File: src/rtl/fetch_unit.sv
// Instruction fetch and addressing-mode resolution for an 8-bit CPU core.
// Walks the reset vector, then per instruction fetches opcode/operands and resolves eff_addr.
module fetch_unit #(
  parameter int ADDR_WIDTH = 16,
  parameter int REG_WIDTH  = 8,
  parameter logic [ADDR_WIDTH-1:0] RESET_VECTOR = 16'hFFFC
) (
  input  logic                  clk,
  input  logic                  reset_n,
  input  logic [REG_WIDTH-1:0]  mem_rdata,
  input  logic [REG_WIDTH-1:0]  x_in,
  input  logic [REG_WIDTH-1:0]  y_in,
  input  logic                  instruction_done,
  input  logic                  pc_load,
  input  logic [ADDR_WIDTH-1:0] pc_load_value,
  output logic [ADDR_WIDTH-1:0] mem_addr,
  output logic                  mem_rd,
  output logic [REG_WIDTH-1:0]  instruction,
  output logic [REG_WIDTH-1:0]  operand,
  output logic [ADDR_WIDTH-1:0] eff_addr,
  output logic                  instruction_ready,
  output logic [ADDR_WIDTH-1:0] pc,
  output logic [2:0]            dbg_state
);

  typedef enum logic [2:0] {
    S_VEC_LO = 3'd0,
    S_VEC_HI = 3'd1,
    S_OP     = 3'd2,
    S_OPR1   = 3'd3,
    S_OPR2   = 3'd4,
    S_PTR_LO = 3'd5,
    S_PTR_HI = 3'd6,
    S_READY  = 3'd7
  } state_t;

  localparam logic [2:0] M_IZX  = 3'b000;
  localparam logic [2:0] M_IMM  = 3'b010;
  localparam logic [2:0] M_ABS  = 3'b011;
  localparam logic [2:0] M_IZY  = 3'b100;
  localparam logic [2:0] M_ZPGX = 3'b101;
  localparam logic [2:0] M_ABSY = 3'b110;
  localparam logic [2:0] M_ABSX = 3'b111;

  state_t               state, state_next;
  logic [2:0]           mode;
  logic [REG_WIDTH-1:0] index_val;
  logic [REG_WIDTH-1:0] zp_addr;
  logic [REG_WIDTH-1:0] ptr_addr;
  logic [REG_WIDTH-1:0] ptr_lo;

  function automatic logic [ADDR_WIDTH-1:0] zext(input logic [REG_WIDTH-1:0] v);
    return {{(ADDR_WIDTH-REG_WIDTH){1'b0}}, v};
  endfunction

  assign mode      = instruction[4:2];
  assign dbg_state = state;

  // Handshake: instruction_ready is high for the whole READY state and the
  // outputs stay frozen; an instruction_done seen high at a rising edge while
  // ready is high retires the instruction. instruction_done is ignored otherwise.
  assign instruction_ready = (state == S_READY);

  // Index register applied after the base address is known; zero for the
  // modes that do not index (and for (zp,X), whose X is folded into the pointer).
  always_comb begin
    index_val = '0;
    case (mode)
      M_ZPGX, M_ABSX: index_val = x_in;
      M_ABSY, M_IZY:  index_val = y_in;
      default:        index_val = '0;
    endcase
  end

  always_comb begin
    state_next = state;
    mem_addr   = pc;
    mem_rd     = 1'b1;
    zp_addr    = operand;
    case (state)
      S_VEC_LO: begin
        mem_addr   = RESET_VECTOR;
        state_next = S_VEC_HI;
      end
      S_VEC_HI: begin
        mem_addr   = RESET_VECTOR + ADDR_WIDTH'(1);
        state_next = S_OP;
      end
      S_OP: state_next = S_OPR1;
      S_OPR1: begin
        case (mode)
          M_ABS, M_ABSX, M_ABSY: state_next = S_OPR2;
          M_IZX, M_IZY:          state_next = S_PTR_LO;
          default:               state_next = S_READY;
        endcase
      end
      S_OPR2: state_next = S_READY;
      S_PTR_LO: begin
        zp_addr    = (mode == M_IZX) ? operand + x_in : operand;
        mem_addr   = zext(zp_addr);
        state_next = S_PTR_HI;
      end
      S_PTR_HI: begin
        zp_addr    = ptr_addr + REG_WIDTH'(1);
        mem_addr   = zext(zp_addr);
        state_next = S_READY;
      end
      S_READY: begin
        mem_rd = 1'b0;
        if (instruction_done) state_next = S_OP;
      end
      default: state_next = S_VEC_LO;
    endcase
  end

  always_ff @(posedge clk) begin
    if (!reset_n) begin
      state       <= S_VEC_LO;
      pc          <= '0;
      instruction <= '0;
      operand     <= '0;
      eff_addr    <= '0;
      ptr_addr    <= '0;
      ptr_lo      <= '0;
    end else begin
      state <= state_next;
      case (state)
        S_VEC_LO: pc[REG_WIDTH-1:0]          <= mem_rdata;
        S_VEC_HI: pc[ADDR_WIDTH-1:REG_WIDTH] <= mem_rdata;
        S_OP: begin
          instruction <= mem_rdata;
          pc          <= pc + ADDR_WIDTH'(1);
        end
        S_OPR1: begin
          operand <= mem_rdata;
          pc      <= pc + ADDR_WIDTH'(1);
          // Zero-page modes resolve here; index_val is zero for plain zpg.
          if (mode == M_IMM) eff_addr <= pc;
          else if (mode == 3'b001 || mode == M_ZPGX) eff_addr <= zext(mem_rdata + index_val);
        end
        S_OPR2: begin
          pc       <= pc + ADDR_WIDTH'(1);
          eff_addr <= {mem_rdata, operand} + zext(index_val);
        end
        S_PTR_LO: begin
          ptr_addr <= zp_addr;
          ptr_lo   <= mem_rdata;
        end
        S_PTR_HI: eff_addr <= {mem_rdata, ptr_lo} + zext(index_val);
        S_READY: if (instruction_done && pc_load) pc <= pc_load_value;
        default: ;
      endcase
    end
  end

endmodule
File: config.mk
export PLATFORM = sky130hd
export DESIGN_NAME = fetch_unit
export DESIGN_NICKNAME = d
export VERILOG_FILES = /design/src/rtl/fetch_unit.sv
export SDC_FILE = /design/constraint.sdc
export NUM_CORES = 1
export LEC_CHECK = 0
export CORE_MARGIN = 5
export CORE_UTILIZATION = 55
export CTS_CLUSTER_DIAMETER = 40
export CTS_CLUSTER_SIZE = 12
export DETAILED_ROUTE_END_ITERATION = 10
export PLACE_DENSITY = 0.95
export SYNTH_ARGS = -nofsm -noshare
export SYNTH_HDL_FRONTEND = slang
export SYNTH_SLANG_ARGS = --single-unit
File: constraint.sdc
create_clock -name clk -period 7.7 [get_ports clk]
set_input_delay 1.54 -clock clk [delete_from_list [all_inputs] [get_ports clk]]
set_output_delay 1.54 -clock clk [all_outputs]
set_load 0.01 [all_outputs]
# After elaboration in Yosys (flattened, before gate mapping)
# Cells that the tools add are included.
# classes
n_addsub	6
n_reduce_logical	16
eq_ne	17
n_mux	13
# op_table
cell	count
$pmux W16 S4	1
$mux W16	3
$pmux W16 S3	1
$pmux W8 S3	2
$add A16 B8 Y16	2
$eq A3 B3 Y1 const B	8
$pmux W3 S7	1
$add A16 B1 Y16 const B	1
$add A8 B8 Y8	2
$pmux W8 S2	1
$eq A3 B2 Y1 const B	4
$reduce_bool A3 Y1	3
$add A8 B1 Y8 const B	1
$mux W8	1
$reduce_or A2 Y1	4
$eq A3 B1 Y1 const B	2
$logic_not A3 Y1	2
$reduce_and A2 Y1	3
$reduce_or A3 Y1	2
$pmux W2 S2	1
$mux W3	1
$ne A3 B3 Y1 const B	1
$ne A2 B1 Y1 const B	1
$ne A2 B2 Y1 const B	1
other kinds (3)	3
# totals
in_bits	44
register_bits	67
word_cells	60
output_inout_bits	69

# Depth between registers and ports, before layout
# Gate-level depths: netlist (run 1).
# depth
depth_word	7
ltp_mapped	15
ltp_nobuf	13

# Worst setup path after synthesis (run 1)
# OpenSTA, ideal clock, no wires.
# synth_timing
kind	input to output
from	in x_in[0]
to	out mem_addr[4]
n_path_buf	0
t_arrival_ns	3.268
cell_stages	8
path_slack_ns	2.892
required_time_ns	6.160
path_cell_list	ha_1 -> fa_1 -> a21o_1 -> a21oi_1 -> xnor2_1 -> mux2_2 -> o22ai_1 -> a221oi_1
# synth_between
elab_chain_cells	3
# synth_rtl
item	line_no	text
start, declared	11	input logic [REG_WIDTH-1:0] x_in,
$add A8 B8 Y8	99	zp_addr = (mode == M_IZX) ? operand + x_in : operand;
$mux W8	99	
$pmux W16 S4	80	case (state)
end, declared	16	output logic [ADDR_WIDTH-1:0] mem_addr,
# No other way between the ends.

# Final worst setup path (run 1)
# layout_timing
from	in x_in[0]
to	out mem_addr[6]
# The elaborated chain is that of the path after synthesis.

==> results of run 1 <==
## cells in the final DEF (no fill, tap or decap), types with 4 or more instances in the layout
master and n:
mux2i_1 29, nand3_1 33, nor2b_1 18, mux2_2 7, clkdlybuf4s50_1 111, and3_1 9
o21a_1 10, o22ai_1 8, a22oi_1 4, inv_1 17, o211a_1 6, maj3_1 5
dfxtp_1 67, ha_1 16, a21boi_0 33, and2_1 5, nor2_1 47, xor2_1 8
o21ai_0 60, a31oi_1 6, xnor2_1 26, a21oi_1 43, a21o_1 4, o221ai_1 5
clkbuf_8 12, nand2_1 129, o211ai_1 7, nor3_1 17, buf_4 7
## per-stage QoR
step,power [mW],cell area (sq um)
3_3_place_gp,0.787,6300
3_5_place_dp,0.798,6300
4_1_cts,1.07,6480
5_1_grt,1.13,6480
6_report,1.08,6480
2_1_floorplan,0.626,5170
## routing by layer
metal / vias up / share of wire (%) / GRT usage (%)
met5: - / 0 / 0
met4: 0 / 4.4 / 13.8
met3: 74 / 11 / 7.16
met2: 371 / 46 / 50.0
met1: 2701 / 39 / 40.0
li1: 2670 / - / -
## tightest hold or removal path, delay by kind of cell (launching register included)
family	cells	cell delay, ns
simple gates	1	0.05
flops	1	0.32
compound gates	1	0.06
## final cells by class
cell class | count | area share [%]
clock buffer | 13 | 2.61
inverter | 17 | 0.984
tap | 111 | 2.14
clock inverter | 2 | 0.154
sequential | 67 | 20.7
timing repair buffer | 119 | 18.0
multi-input combinational | 579 | 55.4
## power breakdown
group | switching [mW] | internal (mW)
clock network | 0.141 | 0.141
registers | 0.0524 | 0.370
logic | 0.195 | 0.181
total | 0.389 | 0.692
## worst min path at each step
stage,from,end,slack [ns],cells after the start
after floorplan,ptr_lo[2],ptr_lo[2],0.44,2
after global placement,ptr_lo[2],ptr_lo[2],0.45,2
after detailed placement,ptr_lo[7],ptr_lo[7],0.47,2
after CTS,ptr_lo[7],ptr_lo[7],0.47,2
after global routing,ptr_lo[0],ptr_lo[0],0.50,2
final,eff_addr[0],eff_addr[0],0.48,2
## cells by family after synthesis
group | synth area share (%)
AO/OA/AOI/OAI | 25.7
XOR/XNOR | 5.76
adder cells (fa/ha/maj) | 6.65
buffers and inverters | 4.69
flip-flops | 25.9
multiplexers | 7.14
AND/OR/NAND/NOR | 24.1
## sequential cells by signal, indices dropped and copies added (netlist names)
name,flops
dbg_state,3
pc,16
eff_addr,16
ptr_addr,8
operand,8
instruction,8
ptr_lo,8
==> metrics.cfg, run 1 <==
[status]
status=complete, no violations

[clock_network]
clk_pin_slew_ns=0.08
cts_root_buffer=clkbuf_8
cts_buffers=9
cts_tree=yes
clk_path_buf_depth=2
htreeDepth=3
clock_latency_ns=0.36
postCtsSetupBuffers=0
ctsResizeCount=0
clock_sinks=67
hold_buffers=0

[pwr]
leakage_nw=2.55
p_per_area_nw_per_um2=167
ir_drop_mv=0.108

[critical_path]
worstPathArrival_ns=4.50
critical_path_depth=12
slowest_delay_ns=0.54
path_buf_inv=2
ff2ff_path_depth=12
required_ns=6.16
rrSetupSlack_ns=3.32
worst_r2r_endpoint=eff_addr[9]
endpoint=mem_addr[6]
end_kind=output pin
critPathKind=input pin to output pin
cp-startpoint=x_in[0]
crit_chain=clkdlybuf4s50_1, ha_1, fa_1, a21o_1, a21oi_1, o21bai_1, a21oi_1, xnor2_1, mux2i_1, nand2_1, o311a_1, clkdlybuf4s50_1
cp_top_family=buffers and inverters
start_kind=input pin
slowest_stage=clkdlybuf4s50_1
reg2reg_from=dbg_state[2]
crit_fanout=2

[sta]
setup_ws_ns=1.66
setup_violations=0
fmax_mhz=166
finalCriticalPeriod_ns=6.04
fin_crit_sh_pct=78.4
tightest_slew_ns=1.13
hold_viol=0
fin_hold_ws_ns=0.476
drv_slew=0
relSlewSlack_pct=24.7
finalSetupTns_ns=0
rsz0062_at_grt=no
skew_ns=0.0157

[logic_synthesis]
yosys-top-cells-area=dfxtp_1 (26%), nand2_1 (9.4%), o21ai_0 (5.8%), mux2i_1 (5.6%), a21boi_0 (4.8%)
yosys-top-cells-count=nand2_1 (129), dfxtp_1 (67), o21ai_0 (60)
async_reset_ff_share_pct=0
yosysTopAreaCellShare_pct=25.9
synth_ff_type=dfxtp_1
yosysMostFrequentCell=nand2_1
ys_seq_elements=67
ys_seq_area_share_pct=25.9
synth_top_area_cell=dfxtp_1
synth_cell_types=57
synthesis.area_sq_um=5170
synthCells=708
yosysWarnings=0
syn_nets=771
synth_edf_count=0
syn_area_per_cell_sq_um=7.31

[final_layout]
drive_above_1_share_pct=4.89
seq_area_sq_um=1340
fin_nets=856
stdcell_count=908
final_util_pct=70.5
multi_input_area_sq_um=3590
nFillCells=757
area_delta_synth_final_pct=25.4
diodes=0

[global_routing]
grt_pass1_wl_um=28600
overflow=0
antenna_found_initial=0
grt_util_all_layers_pct=31.2
first_global_vias=5540
grt_max_degree=70

[die]
dieArea_sq_um=11400
start_util_pct=56.2
fp.dieH_um=107
coreArea_sq_um=9200
chipWidth_um=107
io_pins=113
row_count=35

[route]
drtPass1Iterations=5
drt-vias-per-instance=6.41
avgRoutedWirePerCell_um=19.8
vias=5816
drt_iter0_drc=563
drtAntennaViolNets=0
routed_wirelength_um=18000
drcViolationCount=0

[placed_design]
place_ws_ns=1.72
io_buffers=112
place_inst=893
gp_congestion=0.957
hpwlAfterDp_um=13000

[flow_run]
drv_cap=0

[min_path]
min_path_type=register to register

Power figures use the tool's default switching activity.
==> run 2, diff against run 1 <==
Settings changed: CORE_UTILIZATION 55 to 52, PLACE_DENSITY 0.95 to 0.93.
Clock period 7.7 ns to 6.1 ns, I/O delays scaled along.
==> run 2 against run 1 <==
Non-clock buffer count rose by 4. Wire length fell by 6.3%. First-iteration DRC count rose by 4.8%. Via count fell by 2.0%. Critical path depth did not move. Power rose by 27%. Largest cell class unchanged. Clock power rose by 33%. Flip-flop and latch count did not move. Sequential power rose by 24%. Final cell count rose by 3.0%. Clock skew fell by 0.0067 ns. Largest power group unchanged.
==> metrics.cfg, run 2 (synthesis gave the netlist of run 1 again) <==
[pwr]
p_sw_share_pct=34.9  ; -1.0 points
ir_drop_mv=0.124  ; +15%
pwr-share-comb_pct=34.6  ; -0.2 points
leakage_nw=2.57  ; +0.62%
seq_power_share_pct=38.2  ; -0.9 points
p_int_mw=0.896  ; +30%
clkPwrFrac_pct=27.3  ; +1.2 points
p_per_area_nw_per_um2=210  ; +26%
switching_power_mw=0.481  ; +24%

[sta]
skew_ns=0.00901  ; -0.00667 ns
fin_crit_sh_pct=87.2
hold_viol=0  ; unchanged
finalCriticalPeriod_ns=5.32
setup_violations=0  ; unchanged
relSlewSlack_pct=28.8  ; +4.1 points
tightest_slew_ns=1.07  ; -0.0641 ns
fmax_mhz=188
setup_ws_ns=0.779  ; -0.885 ns
drv_slew=0  ; unchanged
finalSetupTns_ns=0  ; unchanged
rsz0062_at_grt=no

[placed_design]
gp_congestion=0.969  ; +1.3%
place_area_sq_um=6360  ; +0.91%
place_ws_ns=0.805  ; -0.917 ns
hpwlAfterDp_um=12100  ; -7.4%
io_buffers=112  ; unchanged

[critical_path]
path_buf_inv=2  ; unchanged
cp_top_family=buffers and inverters
start_kind=input pin
crit_fanout=2  ; unchanged
worst_r2r_endpoint=eff_addr[15]
ff2ff_path_depth=12  ; unchanged
end_kind=output pin
crit_chain=clkdlybuf4s50_1, ha_1, fa_1, a21o_1, a21oi_1, o21bai_1, a21oi_1, xnor2_1, mux2i_1, nand2_1, o311a_1, clkdlybuf4s50_1
reg2reg_from=dbg_state[1]
slowest_stage=clkdlybuf4s50_1
worstPathArrival_ns=4.10  ; -0.40 ns
required_ns=4.88  ; -1.28 ns
critPathKind=input pin to output pin
rrSetupSlack_ns=1.92  ; -1.40 ns
slowest_delay_ns=0.53  ; about the same

[global_routing]
antenna_found_initial=0  ; unchanged
grt_pass1_wl_um=26600  ; -7.1%
first_global_vias=5249  ; -5.3%
grt_util_all_layers_pct=28.1  ; -3.1 points
grt_max_degree=69  ; -1.4%
overflow=0  ; unchanged

[clock_network]
clock_sinks=67  ; unchanged
clk_pin_slew_ns=0.07  ; about the same
cts_tree=yes
clock_latency_ns=0.35  ; about the same
cts_buffers=9  ; unchanged
htreeDepth=3  ; unchanged
postCtsSetupBuffers=0  ; unchanged
cts_root_buffer=clkbuf_8
clk_path_buf_depth=2  ; unchanged
ctsResizeCount=0  ; unchanged
hold_buffers=0  ; unchanged

[min_path]
min_path_type=register to register
min_path_cells=2  ; unchanged
holdPathEnd=ptr_lo[4]
min_from=ptr_lo[4]

[die]
row_count=36  ; +2.9%
start_util_pct=53.2  ; -3.1 points
fp.dieH_um=110  ; +2.6%
chipWidth_um=110  ; +2.6%
coreArea_sq_um=9730  ; +5.8%
dieArea_sq_um=12000  ; +5.2%
io_pins=113  ; unchanged

[final_layout]
fin_nets=860  ; +0.47%
biggestRegsByFlops=eff_addr (16), pc (16)
area_delta_synth_final_pct=26.8
postLayoutCellArea_sq_um=6560  ; +1.1%
seq_area_sq_um=1340  ; unchanged
drive_above_1_share_pct=5.36  ; +0.47 points
nFillCells=825  ; +9.0%
multi_input_area_sq_um=3590  ; unchanged
diodes=0  ; unchanged
final_cell_mix=nand2_1 (129), clkdlybuf4s50_1 (111), dfxtp_1 (67), o21ai_0 (60), nor2_1 (47)
mostFrequentLayoutCell=nand2_1

[route]
drtPass1Iterations=6  ; +1
drt-vias-per-instance=6.10  ; -4.8%
vias=5699  ; -2.0%
drtAntennaViolNets=0  ; unchanged
drt_iter0_drc=590  ; +4.8%
drcViolationCount=0  ; unchanged
avgRoutedWirePerCell_um=18.0  ; -9.0%
routed_wirelength_um=16800  ; -6.3%

[flow_run]
drv_cap=0  ; unchanged

[status]
status=complete, no violations

[run 2: final cells by class]
class / count / share of cell area (%)
clock inverter: 4 / 0.763
sequential: 67 / 20.5
tap: 133 / 2.54
timing repair buffer: 123 / 18.3
inverter: 17 / 0.973
clock buffer: 12 / 2.21
multi-input combinational: 579 / 54.8
[run 2: routing by layer]
metal,vias up,share of wire (%),GRT usage [%]
met3,58,11,4.82
met4,0,3.4,11.7
li1,2684,-,-
met5,-,0,0
met2,365,45,45.0
met1,2592,40,37.2
[run 2: power by group through the flow]
| stage | sequential (mW) | combinational (mW) | clock [mW] |
|---|---|---|---|
| 2_1_floorplan | 0.516 | 0.274 | 0 |
| 5_1_grt | 0.530 | 0.518 | 0.397 |
| 3_3_place_gp | 0.533 | 0.460 | 0 |
| 4_1_cts | 0.524 | 0.471 | 0.378 |
| 6_report | 0.526 | 0.476 | 0.376 |
| 3_5_place_dp | 0.533 | 0.468 | 0 |
[run 2: worst max path at each step]
stage	start	endpoint	slack (ns)	cells after the start
final	x_in[0]	mem_addr[6]	0.78	12
after CTS	x_in[0]	mem_addr[6]	0.80	12
after detailed placement	x_in[0]	mem_addr[6]	0.80	12
after global routing	x_in[0]	mem_addr[6]	0.64	12
after floorplan	x_in[0]	mem_addr[4]	1.93	8
after global placement	x_in[0]	mem_addr[4]	0.88	10
[run 2: per-stage QoR]
| step | utilization [%] | hold slack (ns) | std cells | total power, mW |
|---|---|---|---|---|
| 6_report | 67.4 | 0.468 | 935 | 1.38 |
| 2_1_floorplan | - | 0.441 | 708 | 0.790 |
| 3_5_place_dp | 65.4 | 0.460 | 919 | 1.00 |
| 3_3_place_gp | 65.4 | 0.451 | 919 | 0.992 |
| 4_1_cts | 67.4 | 0.470 | 935 | 1.37 |
| 5_1_grt | 67.4 | 0.501 | 935 | 1.45 |
[run 2: worst min-delay path, cell delays in order, from the launching register on]
cell and delay [ns]:
dfxtp_1 0.31, nand2_1 0.05, a21boi_0 0.06
